### config.mk
export PLATFORM = sky130hd
export DESIGN_NAME = load_store_unit_flat
export DESIGN_NICKNAME = d
export VERILOG_FILES = /design/src/rtl/load_store_unit_if.sv /design/src/rtl/load_store_unit.sv /design/src/flat_wrapper.sv
export SDC_FILE = /design/constraint.sdc
export NUM_CORES = 2
export LEC_CHECK = 0
export CAP_MARGIN = 10
export CORE_UTILIZATION = 25
export CTS_CLUSTER_SIZE = 25
export DETAILED_ROUTE_END_ITERATION = 8
export MAX_ROUTING_LAYER = met4
export PLACE_DENSITY = 0.36
export SYNTH_ARGS = -nofsm -noshare
export SYNTH_HDL_FRONTEND = slang
export SYNTH_SLANG_ARGS = --single-unit
### constraint.sdc
create_clock -name clock -period 8.8 [get_ports clock]
set_input_delay 1.32 -clock clock [delete_from_list [all_inputs] [get_ports clock]]
set_output_delay 1.32 -clock clock [all_outputs]
set_load 0.005 [all_outputs]
### src/rtl/load_store_unit_if.sv
// Data-memory bus between the load/store unit and an external memory.
// One outstanding request; address/controls held until gnt is sampled.
//   req, we     : access request / write enable (unit -> memory)
//   addr        : word-aligned byte address
//   be          : byte lanes, bit 3 = bits [31:24] = byte offset 0
//   wdata       : lane-positioned store data
//   gnt, rvalid : request accepted / read data valid (memory -> unit)
//   rdata       : read data
interface load_store_unit_if;
   logic        req;
   logic        we;
   logic [31:0] addr;
   logic [3:0]  be;
   logic [31:0] wdata;
   logic        gnt;
   logic        rvalid;
   logic [31:0] rdata;

   modport master (output req, we, addr, be, wdata, input gnt, rvalid, rdata);
   modport slave  (input req, we, addr, be, wdata, output gnt, rvalid, rdata);
endinterface

### src/rtl/load_store_unit.sv
// Multi-cycle load/store unit: owns the GPR file, forms EA = (RA|0) + sext(D),
// performs one big-endian access per op over the memory bus, with update
// forms, alignment checking and a request/response timeout.
//   clock, reset           : rising-edge clock, synchronous active-low reset
//   start/op/update/rt/ra/disp : op request, taken only when idle
//   busy, done, err        : op in flight, completion pulse, abort flag
//   mem                    : memory bus (master side)
//   dbg_*                  : debug GPR write (idle only) and combinational read
//
//   state | meaning
//   ------+--------------------------------------------------------------
//   IDLE  | waiting for start, debug writes allowed
//   EXEC  | compute EA, check legality, set up bus fields
//   REQ   | mem request asserted until gnt (or timeout)
//   RESP  | load waiting for rvalid (or timeout)
//   FIN   | done pulse, err valid
module load_store_unit #(
   parameter int NREGS       = 32,
   parameter int MEM_TIMEOUT = 16,
   localparam int RW         = $clog2(NREGS)
) (
   input  logic                     clock,
   input  logic                     reset,
   input  logic                     start,
   input  logic [2:0]               op,
   input  logic                     update,
   input  logic [RW-1:0]            rt,
   input  logic [RW-1:0]            ra,
   input  logic [15:0]              disp,
   output logic                     busy,
   output logic                     done,
   output logic                     err,
   load_store_unit_if.master        mem,
   input  logic                     dbg_we,
   input  logic [RW-1:0]            dbg_addr,
   input  logic [31:0]              dbg_wdata,
   output logic [31:0]              dbg_rdata
);
   localparam int TW = $clog2(MEM_TIMEOUT + 1);

   localparam logic [2:0] OP_LWZ = 3'b000;
   localparam logic [2:0] OP_LHZ = 3'b001;
   localparam logic [2:0] OP_LHA = 3'b010;
   localparam logic [2:0] OP_LBZ = 3'b011;
   localparam logic [2:0] OP_STW = 3'b100;
   localparam logic [2:0] OP_STH = 3'b101;
   localparam logic [2:0] OP_STB = 3'b110;
   localparam logic [2:0] OP_RSV = 3'b111;

   typedef enum logic [2:0] {S_IDLE, S_EXEC, S_REQ, S_RESP, S_FIN} state_t;
   state_t state_q, state_d;

   logic [31:0]   gpr [NREGS];
   logic [2:0]    op_q;
   logic          upd_q;
   logic [RW-1:0] rt_q, ra_q;
   logic [15:0]   disp_q;
   logic [31:0]   base_q, ea_q;
   logic          err_q;
   logic [TW-1:0] cnt_q;
   logic          we_q;
   logic [31:0]   addr_q, wdata_q;
   logic [3:0]    be_q;

   logic          is_load, is_word, is_half, is_byte;
   logic [31:0]   ea, st_val, lane_wd, ld_val;
   logic [3:0]    lane_be;
   logic          exec_err, timeout;
   logic [15:0]   ld_half;
   logic [7:0]    ld_byte;

   assign is_load = ~op_q[2];
   assign is_word = (op_q == OP_LWZ) || (op_q == OP_STW);
   assign is_half = (op_q == OP_LHZ) || (op_q == OP_LHA) || (op_q == OP_STH);
   assign is_byte = (op_q == OP_LBZ) || (op_q == OP_STB);

   assign ea      = base_q + {{16{disp_q[15]}}, disp_q};
   assign st_val  = gpr[rt_q];
   assign timeout = (cnt_q == TW'(MEM_TIMEOUT - 1));

   assign exec_err = (op_q == OP_RSV)
                   | (upd_q & (ra_q == '0))
                   | (upd_q & is_load & (ra_q == rt_q))
                   | (is_half & ea[0])
                   | (is_word & (ea[1:0] != 2'b00));

   always_comb begin
      lane_be = 4'b1111;
      lane_wd = st_val;
      if (is_half) begin
         lane_be = ea[1] ? 4'b0011 : 4'b1100;
         lane_wd = {2{st_val[15:0]}};
      end else if (is_byte) begin
         lane_be = 4'b1000 >> ea[1:0];
         lane_wd = {4{st_val[7:0]}};
      end
   end

   always_comb begin
      ld_half = ea_q[1] ? mem.rdata[15:0] : mem.rdata[31:16];
      ld_byte = mem.rdata[31:24];
      case (ea_q[1:0])
         2'd1:    ld_byte = mem.rdata[23:16];
         2'd2:    ld_byte = mem.rdata[15:8];
         2'd3:    ld_byte = mem.rdata[7:0];
         default: ld_byte = mem.rdata[31:24];
      endcase
      case (op_q)
         OP_LHZ:  ld_val = {16'h0000, ld_half};
         OP_LHA:  ld_val = {{16{ld_half[15]}}, ld_half};
         OP_LBZ:  ld_val = {24'h000000, ld_byte};
         default: ld_val = mem.rdata;
      endcase
   end

   always_ff @(posedge clock) begin
      if (!reset) state_q <= S_IDLE;
      else        state_q <= state_d;
   end

   always_comb begin
      state_d = state_q;
      case (state_q)
         S_IDLE: if (start) state_d = S_EXEC;
         S_EXEC: state_d = exec_err ? S_FIN : S_REQ;
         S_REQ: begin
            if (mem.gnt)      state_d = is_load ? S_RESP : S_FIN;
            else if (timeout) state_d = S_FIN;
         end
         S_RESP: if (mem.rvalid || timeout) state_d = S_FIN;
         S_FIN:  state_d = S_IDLE;
         default: state_d = S_IDLE;
      endcase
   end

   always_ff @(posedge clock) begin
      if (!reset) begin
         op_q    <= '0;
         upd_q   <= 1'b0;
         rt_q    <= '0;
         ra_q    <= '0;
         disp_q  <= '0;
         base_q  <= '0;
         ea_q    <= '0;
         err_q   <= 1'b0;
         cnt_q   <= '0;
         we_q    <= 1'b0;
         addr_q  <= '0;
         be_q    <= '0;
         wdata_q <= '0;
         for (int i = 0; i < NREGS; i++) gpr[i] <= '0;
      end else begin
         case (state_q)
            S_IDLE: begin
               if (dbg_we) gpr[dbg_addr] <= dbg_wdata;
               if (start) begin
                  op_q   <= op;
                  upd_q  <= update;
                  rt_q   <= rt;
                  ra_q   <= ra;
                  disp_q <= disp;
                  // ra=0 as a base reads as zero; GPR0 is otherwise ordinary
                  base_q <= (ra == '0) ? '0 : gpr[ra];
                  err_q  <= 1'b0;
               end
            end
            S_EXEC: begin
               ea_q  <= ea;
               err_q <= exec_err;
               cnt_q <= '0;
               if (!exec_err) begin
                  addr_q  <= {ea[31:2], 2'b00};
                  be_q    <= lane_be;
                  wdata_q <= lane_wd;
                  we_q    <= ~is_load;
               end
            end
            S_REQ: begin
               cnt_q <= cnt_q + TW'(1);
               if (mem.gnt) begin
                  if (!is_load && upd_q) gpr[ra_q] <= ea_q;
               end else if (timeout) begin
                  err_q <= 1'b1;
               end
            end
            S_RESP: begin
               cnt_q <= cnt_q + TW'(1);
               if (mem.rvalid) begin
                  gpr[rt_q] <= ld_val;
                  // ra==rt is rejected in EXEC, so these never collide
                  if (upd_q) gpr[ra_q] <= ea_q;
               end else if (timeout) begin
                  err_q <= 1'b1;
               end
            end
            default: ;
         endcase
      end
   end

   assign busy      = (state_q != S_IDLE);
   assign done      = (state_q == S_FIN);
   assign err       = (state_q == S_FIN) & err_q;
   assign mem.req   = (state_q == S_REQ);
   assign mem.we    = we_q;
   assign mem.addr  = addr_q;
   assign mem.be    = be_q;
   assign mem.wdata = wdata_q;
   assign dbg_rdata = gpr[dbg_addr];
endmodule

### src/flat_wrapper.sv
// flat-port wrapper written by rule: the top's interface ports become plain ports
module load_store_unit_flat 
#(
   parameter int NREGS       = 32,
   parameter int MEM_TIMEOUT = 16,
   localparam int RW         = $clog2(NREGS)
)
  (clock, reset, start, op, update, rt, ra, disp, busy, done, err, dbg_we, dbg_addr, dbg_wdata, dbg_rdata, mem_req, mem_we, mem_addr, mem_be, mem_wdata, mem_gnt, mem_rvalid, mem_rdata);
  load_store_unit_if mem_i ();
  input  logic clock;
  input  logic reset;
  input  logic start;
  input  logic [2:0] op;
  input  logic update;
  input  logic [RW-1:0] rt;
  input  logic [RW-1:0] ra;
  input  logic [15:0] disp;
  output logic busy;
  output logic done;
  output logic err;
  input  logic dbg_we;
  input  logic [RW-1:0] dbg_addr;
  input  logic [31:0] dbg_wdata;
  output logic [31:0] dbg_rdata;
  output wire logic [$bits(mem_i.req)-1:0] mem_req;
  output wire logic [$bits(mem_i.we)-1:0] mem_we;
  output wire logic [$bits(mem_i.addr)-1:0] mem_addr;
  output wire logic [$bits(mem_i.be)-1:0] mem_be;
  output wire logic [$bits(mem_i.wdata)-1:0] mem_wdata;
  input wire logic [$bits(mem_i.gnt)-1:0] mem_gnt;
  input wire logic [$bits(mem_i.rvalid)-1:0] mem_rvalid;
  input wire logic [$bits(mem_i.rdata)-1:0] mem_rdata;
  assign mem_req = mem_i.req;
  assign mem_we = mem_i.we;
  assign mem_addr = mem_i.addr;
  assign mem_be = mem_i.be;
  assign mem_wdata = mem_i.wdata;
  assign mem_i.gnt = mem_gnt;
  assign mem_i.rvalid = mem_rvalid;
  assign mem_i.rdata = mem_rdata;
  load_store_unit #(.NREGS(NREGS), .MEM_TIMEOUT(MEM_TIMEOUT)) u_core (.clock(clock), .reset(reset), .start(start), .op(op), .update(update), .rt(rt), .ra(ra), .disp(disp), .busy(busy), .done(done), .err(err), .mem(mem_i), .dbg_we(dbg_we), .dbg_addr(dbg_addr), .dbg_wdata(dbg_wdata), .dbg_rdata(dbg_rdata));
endmodule
==> flow_summary.ini <==
[pwr]
power.density_mw_per_mm2 = 198
p_leak_nw = 27.4
peakVddDrop_uv = 219

[die]
start_util_pct = 25.2
die_w_um = 541
die-area_mm2 = 0.293
coreArea_mm2 = 0.288
num_rows = 197
dieHeight_um = 541
ioPinCount = 210

[global_routing]
track_usage_pct = 29.5
top_usage_layer = met2
grt_use_met1_pct = 38.8
first_global_vias = 57100
antenna_found_initial = 43
use_met3_pct = 8.33
grt-ovfl-total = 0
grt_max_degree = 107
grtUsageMet2_pct = 42.1
grt_pass1_wl_um = 561000

[placed_design]
io_buffers = 207
dp.cells = 8824
dp_hpwl_um = 252000
routabilityCongestion = 0.890

[worst_setup_path]
worstSetupEndpointType = primary output
crit_start = dbg_addr[0]
crit_type = in2out
cp_max_fo = 60
r2r_cells = 9
cp_data_required_time_ns = 7.48
crit_end = dbg_rdata[31]
r2r_setup_slack_ns = 3.47
cp-start-kind = input port
crit-reg2reg-capture = u_core.gpr[4][18]
reg2reg_from = u_core.op_q[2]
arrival_ns = 4.73

[min_path]
min-delay-start = u_core.mem.addr[4]
hp-class = reg2reg

[detailed_routing]
avgRoutedWirePerCell_um = 47.0
avgViaCountPerCell = 6.60
detail-route-antenna-nets = 0
dr.pass1.iters = 6
wirelength_um = 429000
num_vias = 60300
drc_errors = 0
first_iter_violations = 9897

[logic_synthesis]
ys.flop_type = edfxtp_1
yosysMostFrequentCell = o22ai_1
avgSynthCellArea_um2 = 13.6
yosys.area.top_type = edfxtp_1
synth_cell_types = 73
synthMuxAreaShare_pct = 30.1
synth_xor_area_share_pct = 0.338
synth.cell_area_mm2 = 0.0726
synth-seq-cells = 1199
synth_adder_area_share_pct = 0.596
ys_top_cells_by_count = 1091 x o22ai_1, 1024 x edfxtp_1, 834 x mux4_2
yosysWarnings = 0
synth_enable_flop_cells = 1024
synth_compound_area_share_pct = 13.7
ys_top_cells_by_area = edfxtp_1 42%, mux4_2 26%, o22ai_1 9.4%
yosysSeqAreaShare_pct = 47.2
synth_top_family_by_area = multiplexers
yosysTopAreaCellShare_pct = 42.4
yosys.area_share.simple_pct = 3.95
ys_async_sr_fraction_pct = 0
synth_cells = 5336

[final_layout]
layout.nets = 5344
regArea_mm2 = 0.0343
instances_no_fill = 9131
fillers = 29000
area_growth_pct = 16.9
multi_input_area_mm2 = 0.0366
drive_gt1_share_pct = 30.2

[sta]
hold_violations = 0
fmax_mhz = 165
holdWs_ns = 0.454
clock_skew_ns = 0.0355
final-setup-viol-count = 0
timing.setup.tns_ns = 0
finalMaxSlewViolations = 0
slew_headroom_pct = 9.05
rsz0062_at_grt = no
min_period_over_period_pct = 68.7
layout_min_cycle_time_ns = 6.05
worst_slew_pin_slew_ns = 1.36

[run]
maxCapViolCount = 0

[clocking]
clock_sinks = 1199
clock-root-buffer = clkbuf_16
clkTransAtPathRegs_ns = 0.05
h-tree-depth = 4
cts_tree = built
cts_setup_buffers = 0
postCtsResizedCells = 0
numCtsBuffers = 157
insertion_delay_ns = 0.84
hold_buffers = 0
ctsLongestPathBuffers = 3

[status]
status = completed
-- state kept, by name, indices dropped and copies added, names as in the netlist, 5 cells and up, named ones only --
name,flops
u_core.cnt_q,5
u_core.mem.wdata,32
u_core.rt_q,5
u_core.mem.addr,30
u_core.gpr,1024
u_core.base_q,32
u_core.ra_q,5
u_core.disp_q,16
u_core.ea_q,32
-- layout by cell type (no fill, tap or decap), types with 32 or more instances in the layout --
cell,synthesis,routed
nand3_4,0,32
o21ai_0,70,70
clkinv_1,0,34
mux2i_1,184,150
nor2_1,140,135
nand2_1,284,212
nand3_1,70,38
buf_4,18,215
clkbuf_16,0,166
dfxtp_1,175,169
a21oi_1,182,159
ha_1,33,33
edfxtp_1,1024,1024
nand2_2,0,62
clkdlybuf4s50_1,0,196
mux2_2,109,109
mux4_2,834,834
o22ai_1,1091,1090
-- logic make-up (layout without fill, tap and decap cells) --
kind of cell | Yosys count | count (layout)
simple gates | 636 | 636
buf+inv | 744 | 738
flops | 1199 | 1199
fa+ha+maj | 34 | 34
compound gates | 1567 | 1567
mux | 1127 | 1127
other cells | 1 | 21
xor+xnor | 28 | 28
-- worst max-delay path: stages --
cell and delay (ns):
buf_8 0.56, buf_12 0.55, mux4_2 0.58, mux4_2 0.60, mux2_2 0.35, clkdlybuf4s50_1 0.46
-- worst min path at each step --
stage / to / slack, ns / cells past startpoint
after floorplan: u_core.ea_q[19] / 0.42 / 2
after global placement: u_core.mem.addr[14] / 0.45 / 2
after detailed placement: u_core.mem.wdata[15] / 0.45 / 2
after CTS: u_core.mem.wdata[15] / 0.46 / 2
after global routing: u_core.mem.wdata[12] / 0.48 / 2
final: u_core.mem.addr[4] / 0.45 / 2
-- area by class of cell --
cell class	count	area share [%]
flip-flops and latches	1199	40.4
inverters	15	0.0693
diodes	19	0.0560
multi-input cells	3394	43.1
well taps	3781	5.57
clock buffers	199	5.09
clock inverters	86	0.949
repair buffers	438	4.78
-- through the flow --
| step | setup slack, ns | power [mW] | utilization [%] | instance area, µm² |
|---|---|---|---|---|
| global route | 2.67 | 17.1 | 29.4 | 84900 |
| finish | 2.75 | 16.8 | 29.4 | 84900 |
| CTS | 2.82 | 16.7 | 29.4 | 84800 |
| detailed placement | 2.57 | 10.1 | 27.6 | 79700 |
| floorplan | 4.02 | 8.49 | - | 72600 |
| global placement | 2.57 | 10.1 | 27.6 | 79600 |
-- routing by layer --
metal | routed length, µm | vias to the layer above | share of wire [%]
li1 | - | 22400 | -
met1 | 175000 | 32600 | 41
met2 | 186000 | 4467 | 43
met3 | 48600 | 781 | 11
met4 | 20000 | 0 | 4.7
met5 | 0 | - | 0
-- where the power goes --
| group | switching [mW] | internal [mW] |
|---|---|---|
| clock network | 2.80 | 3.87 |
| registers | 0.283 | 6.41 |
| logic | 2.18 | 1.22 |
Note: power is estimated with default switching activity, not from simulation.
